**src/rtl/dmem_pkg.sv**
```systemverilog
// Shared types and helpers for the data-memory arbiter.
package dmem_pkg;

  localparam int unsigned DMEM_WORDS_DEFAULT = 1024;

  typedef enum logic {
    IDLE   = 1'b0,
    RMW_WR = 1'b1
  } state_e;

  typedef enum logic {
    REQ_CORE = 1'b0,
    REQ_DBG  = 1'b1
  } req_id_e;

  // Expand byte enables into a bit mask.
  function automatic logic [31:0] be_to_mask(input logic [3:0] be);
    logic [31:0] mask;
    for (int i = 0; i < 4; i++) begin
      mask[8*i +: 8] = {8{be[i]}};
    end
    return mask;
  endfunction

endpackage

```
**src/rtl/dmem_rr_arb.sv**
```systemverilog
// Two-way round-robin arbiter: on a tie, grants the requester that was not accepted last.
module dmem_rr_arb
  import dmem_pkg::*;
(
  input  logic       clk,
  input  logic       reset_n,
  input  logic [1:0] i_valid,
  input  logic       i_enable,
  input  logic       i_accept,
  output logic [1:0] o_grant,
  output req_id_e    o_rr_last
);

  req_id_e r_rr_last;

  always_comb begin
    o_grant = 2'b00;
    if (i_enable) begin
      if (&i_valid) begin
        o_grant = (r_rr_last == REQ_DBG) ? 2'b01 : 2'b10;
      end else begin
        o_grant = i_valid;
      end
    end
  end

  always_ff @(posedge clk) begin
    if (!reset_n) begin
      r_rr_last <= REQ_DBG;
    end else if (i_accept) begin
      r_rr_last <= o_grant[1] ? REQ_DBG : REQ_CORE;
    end
  end

  assign o_rr_last = r_rr_last;

endmodule

```
**src/rtl/dmem_arbiter.sv**
```systemverilog
// Shares a single-port word memory between core and debug requesters; partial stores
// are done as read-modify-write over two cycles.
module dmem_arbiter
  import dmem_pkg::*;
#(
  parameter int unsigned DMEM_WORDS = DMEM_WORDS_DEFAULT
) (
  input  logic        clk,
  input  logic        reset_n,
  input  logic        core_req_valid,
  output logic        core_req_ready,
  input  logic        core_req_write,
  input  logic [31:0] core_req_addr,
  input  logic [31:0] core_req_wdata,
  input  logic [3:0]  core_req_be,
  output logic        core_resp_valid,
  output logic [31:0] core_resp_rdata,
  output logic        core_resp_err,
  input  logic        dbg_req_valid,
  output logic        dbg_req_ready,
  input  logic        dbg_req_write,
  input  logic [31:0] dbg_req_addr,
  input  logic [31:0] dbg_req_wdata,
  input  logic [3:0]  dbg_req_be,
  output logic        dbg_resp_valid,
  output logic [31:0] dbg_resp_rdata,
  output logic        dbg_resp_err,
  output logic [31:0] mem_addr,
  output logic        mem_read_enable,
  output logic        mem_write_enable,
  output logic [31:0] mem_write_data,
  input  logic [31:0] mem_read_data
);

  localparam int unsigned WIDX_W = $clog2(DMEM_WORDS);

  state_e            r_state;
  logic [WIDX_W-1:0] r_widx;
  logic [31:0]       r_merged;
  req_id_e           r_owner;
  logic              r_core_resp_valid, r_dbg_resp_valid;
  logic              r_core_resp_err, r_dbg_resp_err;
  logic [31:0]       r_core_resp_rdata, r_dbg_resp_rdata;

  logic [1:0]        w_grant;
  req_id_e           w_rr_last_unused;
  logic              w_enable, w_accept, w_sel_dbg;
  logic              w_write;
  logic [31:0]       w_addr, w_wdata, w_mask, w_merged, w_load_data;
  logic [3:0]        w_be;
  logic [29:0]       w_widx_full;
  logic [WIDX_W-1:0] w_widx;
  logic              w_oor, w_be_full, w_partial, w_mem_ok;
  logic              w_addr_lsb_unused;

  assign w_enable = reset_n & (r_state == IDLE);

  dmem_rr_arb u_rr_arb (
    .clk       (clk),
    .reset_n   (reset_n),
    .i_valid   ({dbg_req_valid, core_req_valid}),
    .i_enable  (w_enable),
    .i_accept  (w_accept),
    .o_grant   (w_grant),
    .o_rr_last (w_rr_last_unused)
  );

  assign core_req_ready = core_req_valid & w_grant[0];
  assign dbg_req_ready  = dbg_req_valid & w_grant[1];
  assign w_accept       = core_req_ready | dbg_req_ready;
  assign w_sel_dbg      = w_grant[1];

  assign w_write = w_sel_dbg ? dbg_req_write : core_req_write;
  assign w_addr  = w_sel_dbg ? dbg_req_addr  : core_req_addr;
  assign w_wdata = w_sel_dbg ? dbg_req_wdata : core_req_wdata;
  assign w_be    = w_sel_dbg ? dbg_req_be    : core_req_be;

  assign w_addr_lsb_unused = ^w_addr[1:0];
  assign w_widx_full = w_addr[31:2];
  assign w_widx      = w_widx_full[WIDX_W-1:0];
  assign w_oor       = (w_widx_full >= 30'(DMEM_WORDS));
  assign w_be_full   = &w_be;
  assign w_partial   = w_write & ~w_be_full & (|w_be);
  assign w_mem_ok    = w_accept & ~w_oor;

  assign w_mask      = be_to_mask(w_be);
  assign w_merged    = (mem_read_data & ~w_mask) | (w_wdata & w_mask);
  assign w_load_data = (!w_write && !w_oor) ? mem_read_data : 32'h0;

  // Memory port: RMW write phase owns the port; otherwise driven by the accepted request.
  always_comb begin
    mem_read_enable  = 1'b0;
    mem_write_enable = 1'b0;
    mem_addr         = 32'h0;
    mem_write_data   = 32'h0;
    if (reset_n) begin
      if (r_state == RMW_WR) begin
        mem_write_enable = 1'b1;
        mem_addr         = 32'(r_widx);
        mem_write_data   = r_merged;
      end else if (w_mem_ok) begin
        if (!w_write || w_partial) begin
          mem_read_enable = 1'b1;
          mem_addr        = 32'(w_widx);
        end else if (w_be_full) begin
          mem_write_enable = 1'b1;
          mem_addr         = 32'(w_widx);
          mem_write_data   = w_wdata;
        end
      end
    end
  end

  always_ff @(posedge clk) begin
    if (!reset_n) begin
      r_state           <= IDLE;
      r_widx            <= '0;
      r_merged          <= 32'h0;
      r_owner           <= REQ_CORE;
      r_core_resp_valid <= 1'b0;
      r_dbg_resp_valid  <= 1'b0;
      r_core_resp_err   <= 1'b0;
      r_dbg_resp_err    <= 1'b0;
      r_core_resp_rdata <= 32'h0;
      r_dbg_resp_rdata  <= 32'h0;
    end else begin
      r_core_resp_valid <= 1'b0;
      r_dbg_resp_valid  <= 1'b0;
      r_core_resp_err   <= 1'b0;
      r_dbg_resp_err    <= 1'b0;
      r_core_resp_rdata <= 32'h0;
      r_dbg_resp_rdata  <= 32'h0;
      case (r_state)
        IDLE: begin
          if (w_accept) begin
            if (w_partial && !w_oor) begin
              r_state  <= RMW_WR;
              r_widx   <= w_widx;
              r_merged <= w_merged;
              r_owner  <= w_sel_dbg ? REQ_DBG : REQ_CORE;
            end else if (w_sel_dbg) begin
              r_dbg_resp_valid <= 1'b1;
              r_dbg_resp_err   <= w_oor;
              r_dbg_resp_rdata <= w_load_data;
            end else begin
              r_core_resp_valid <= 1'b1;
              r_core_resp_err   <= w_oor;
              r_core_resp_rdata <= w_load_data;
            end
          end
        end
        RMW_WR: begin
          r_state <= IDLE;
          if (r_owner == REQ_DBG) begin
            r_dbg_resp_valid <= 1'b1;
          end else begin
            r_core_resp_valid <= 1'b1;
          end
        end
        default: r_state <= IDLE;
      endcase
    end
  end

  assign core_resp_valid = r_core_resp_valid;
  assign core_resp_err   = r_core_resp_err;
  assign core_resp_rdata = r_core_resp_rdata;
  assign dbg_resp_valid  = r_dbg_resp_valid;
  assign dbg_resp_err    = r_dbg_resp_err;
  assign dbg_resp_rdata  = r_dbg_resp_rdata;

endmodule

```
**config.mk**
```make
export PLATFORM = sky130hd
export DESIGN_NAME = dmem_arbiter
export DESIGN_NICKNAME = d
export VERILOG_FILES = /design/src/rtl/dmem_pkg.sv /design/src/rtl/dmem_rr_arb.sv /design/src/rtl/dmem_arbiter.sv
export SDC_FILE = /design/constraint.sdc
export NUM_CORES = 1
export LEC_CHECK = 0
export CORE_MARGIN = 4
export CORE_UTILIZATION = 40
export CTS_CLUSTER_DIAMETER = 30
export DETAILED_ROUTE_END_ITERATION = 10
export PLACE_DENSITY = 0.83
export SYNTH_ARGS = -nofsm -noshare
export SYNTH_HDL_FRONTEND = slang
export SYNTH_SLANG_ARGS = --single-unit
export TNS_END_PERCENT = 10
```
**constraint.sdc**
```tcl
create_clock -name clk -period 2.8 [get_ports clk]
set_clock_uncertainty 0.2 [all_clocks]
set_input_delay 0.28 -clock clk [delete_from_list [all_inputs] [get_ports clk]]
set_output_delay 0.28 -clock clk [all_outputs]
set_load 0.02 [all_outputs]
```
==> impl_results.md <==
* Outcome: complete, but fails checks
* Failing checks: negative setup slack
* Worst setup EP type: output port
* CORE AREA at 13,990 um^2
* Asr flop ratio synth at 0%
* Highest Signal Layer: met4
* WS Path Type: input pin to output port
* Clk Latency, worst-skew pair at 0.41 ns
* Slew HR at 46.87%
* Clock-pin slew on the worst setup and hold paths at 0.05 ns
* Initial antenna violation count at 0
* Syn Inst Count at 647
* Register area share after synthesis at 39.19%
* Most common cell after layout, fill and taps aside: clkdlybuf4s50_1
* CTS tree: yes
* Clock root buffer: clkbuf_16
* Endpoints failing hold at 0
* Max-cap viol count at 0
* Ys flop type: dfxtp_1
* Drt total wl at 23,490 um
* Die Width at 128.1 um
* R2r worst-path depth at 9
* Remaining antenna violation count at 0
* Buf/Inv on CP at 3
* # IOs at 310
* Vias in the first global route at 6,517
* Final setup margin at -0.06301 ns
* Diodes inserted at 0
* Post-Syn Area at 5772 um^2
* WHS Endpoint: u_rr_arb.o_rr_last
* First-pass GRT wire length at 35,850 um
* Lkg Pwr at 4.211 nW
* Crit Path Max Fanout at 18
* Power, Total at 4.487 mW
* Remaining global-route overflow at 0
* Layout cells sized above 1 at 20.78%
* DRC at 0
* Cell variety after synth at 50
* Gr usage total at 27.78%
* Post-route minimum period at 2.863 ns
* Pwr dens at 455.3 nW/um^2
* DRT iter0 DRCs at 571
* VDD IR-drop max at 0.4618 mV
* Path type of the worst min-delay path: input pin to flip-flop
* Final setup fails at 32
* Starting density of the core at 41.26%
* Worst R2R End: r_merged[19]
* Min-delay src: reset_n
* TritonCTS buffer count at 17
* Period utilization at 102.3%
* Register-to-Register Setup Slack at 0.39 ns
* WL/cell at 19.89 um
* RSZ-0062 raised after global routing: true
* Placer Congestion at 0.8659
* Worst slew pin tran at 0.7916 ns
* Via density at 5.500
* Number of synthesized flops with an enable pin at 0
* Slew Limit Fails at 0
* Final Net Count at 1,162
* DRT met1 WL at 9328 um
* Die area at 16,410 um^2
* Largest net degree at the start of global routing at 64
* P&R area growth vs syn at 70.73%
* Cell Area, Placed at 9249 um^2
* WP data arrival at 2.38 ns
* DP HPWL at 17,170 um
* Commonest non-fill, non-tap cells in the layout: 237 x clkdlybuf4s50_1, 113 x dfxtp_1, 106 x buf_4, 78 x nand2_1, 70 x and2_1
* FF+latch count, synth at 113
* Hold path cells at 3
* Worst r2r src: r_state
* Slowest-stage cell, CP: or4b_1
* Cell family with most CP delay: simple AND/OR/NAND/NOR gates
* Design area at 9854 um^2
* DR pass1 iterations at 6
* CP Data Required Time at 2.32 ns
* Post-synthesis area per instance at 8.921 um^2
* Worst setup SP type: input pin
* Worst-path cell chain: clkdlybuf4s50_1, nand4_1, or4b_1, o31ai_2, nand3_4, buf_12, o21ai_1, buf_4
* YS warnings at 0
* Clock Path Buffers at 2
* Via Count at 6,495
* Die height at 128.1 um
* Fmax at 349.3 MHz
* Met2 WL at 11,540 um
* Row Count at 43
* H-tree depth at 4
* I/O Buffers at 283
* Met3 routed WL at 2045 um
* CP max stage delay at 0.56 ns
* CTS Sinks at 113
* WHS at 0.07953 ns
==> final cells by class <==
cell class,count,area [um^2]
Clock buffer,19,442.9
Clock inverter,13,162.7
Fill cell,1068,4134
Inverter,7,26.28
Multi-Input combinational cell,472,3212
Sequential cell,113,2262
Tap cell,180,225.2
Timing Repair Buffer,377,3523
==> power by group <==
part           total (mW)  leakage, nW  switching [mW]  internal (mW)
combinational       0.683         3.01           0.308          0.374
sequential           1.61        0.911         0.00192           1.61
clock                2.19        0.289           0.770           1.42
==> metrics by stage <==
stage          std cells  setup slack [ns]  TNS [ns]  util [%]
5_1_grt             1181          -0.05951    -1.220     70.45
4_1_cts             1176          -0.05596   -0.4083     69.77
6_report            1181          -0.06301   -0.7314     70.45
2_1_floorplan        668            0.3561         0         -
3_3_place_gp        1143           -0.5601    -19.31     66.12
3_5_place_dp        1143           -0.6038    -20.67     66.12
==> Yosys cell counts, types with 2 or more instances <==
master | number | area [um^2]
buf_1 | 3 | 11.26
nand4_1 | 2 | 12.51
nand3_1 | 9 | 45.04
a211oi_1 | 2 | 15.01
buf_4 | 25 | 187.7
nand3_4 | 2 | 35.03
o21ai_0 | 2 | 10.01
o31ai_1 | 2 | 15.01
nand2_1 | 79 | 296.5
o211ai_1 | 2 | 15.01
nor4_1 | 10 | 62.56
o311ai_0 | 25 | 219.0
clkbuf_1 | 28 | 105.1
inv_1 | 5 | 18.77
or4_1 | 2 | 15.01
o21ai_1 | 46 | 230.2
nor2_1 | 4 | 15.01
buf_2 | 9 | 45.04
a221o_1 | 32 | 320.3
mux2i_1 | 42 | 420.4
buf_6 | 11 | 123.9
o311ai_1 | 7 | 61.31
and2_1 | 70 | 437.9
a31oi_1 | 10 | 62.56
a211oi_2 | 9 | 112.6
inv_2 | 2 | 7.510
dfxtp_1 | 113 | 2262
o21a_1 | 2 | 15.01
a21oi_1 | 36 | 180.2
and3_1 | 36 | 225.2
==> state kept, by name, indices dropped and copies added (netlist names) <==
| signal | flops |
|---|---|
| core_resp_err | 1 |
| core_resp_rdata | 32 |
| core_resp_valid | 1 |
| dbg_resp_err | 1 |
| dbg_resp_rdata | 32 |
| dbg_resp_valid | 1 |
| r_merged | 32 |
| r_owner | 1 |
| r_state | 1 |
| r_widx | 10 |
| u_rr_arb.o_rr_last | 1 |
==> cells by family (layout without fill, tap and decap cells) <==
logic type,count (synthesis),in the layout,synth area share [%]
mux,43,43,7.674
compound gates,180,180,22.78
buf+inv,84,416,8.736
other cells,1,22,0.06497
simple gates,226,227,21.55
flops,113,113,39.19
==> worst register-to-register path, delay by kind of cell (launching register included) <==
kind,cells,cell delay [ns]
buffers and inverters,4,0.73
AND/OR/NAND/NOR,2,0.49
AO/OA/AOI/OAI,2,0.42
flip-flops,1,0.32
multiplexers,1,0.12
==> metal layers <==
metal / vias to the layer above / global-route usage (%)
met3: 48 / 6.750
met1: 3032 / 34.99
met5: - / 0
met4: 0 / 10.36
met2: 386 / 46.06
li1: 3029 / -
==> timing repair <==
action,4_1_cts,5_1_grt
pin swaps,4,7
cloned,0,1
setup buffers,1,4
resized for setup,194,24
hold buffers,0,0
setup endpoints to repair,43,44
==> worst max path at each step <==
stage | from | to | slack [ns] | cells past startpoint
finish | dbg_req_be[1] | mem_write_data[4] | -0.06 | 8
detailed placement | core_req_addr[17] | mem_addr[2] | -0.60 | 9
global placement | dbg_req_addr[12] | mem_addr[9] | -0.56 | 9
CTS | dbg_req_be[2] | mem_addr[3] | -0.06 | 8
floorplan | r_state | mem_read_enable | 0.36 | 7
global route | dbg_req_be[3] | mem_write_data[9] | -0.06 | 8
Note: power is estimated with default switching activity, not from simulation.
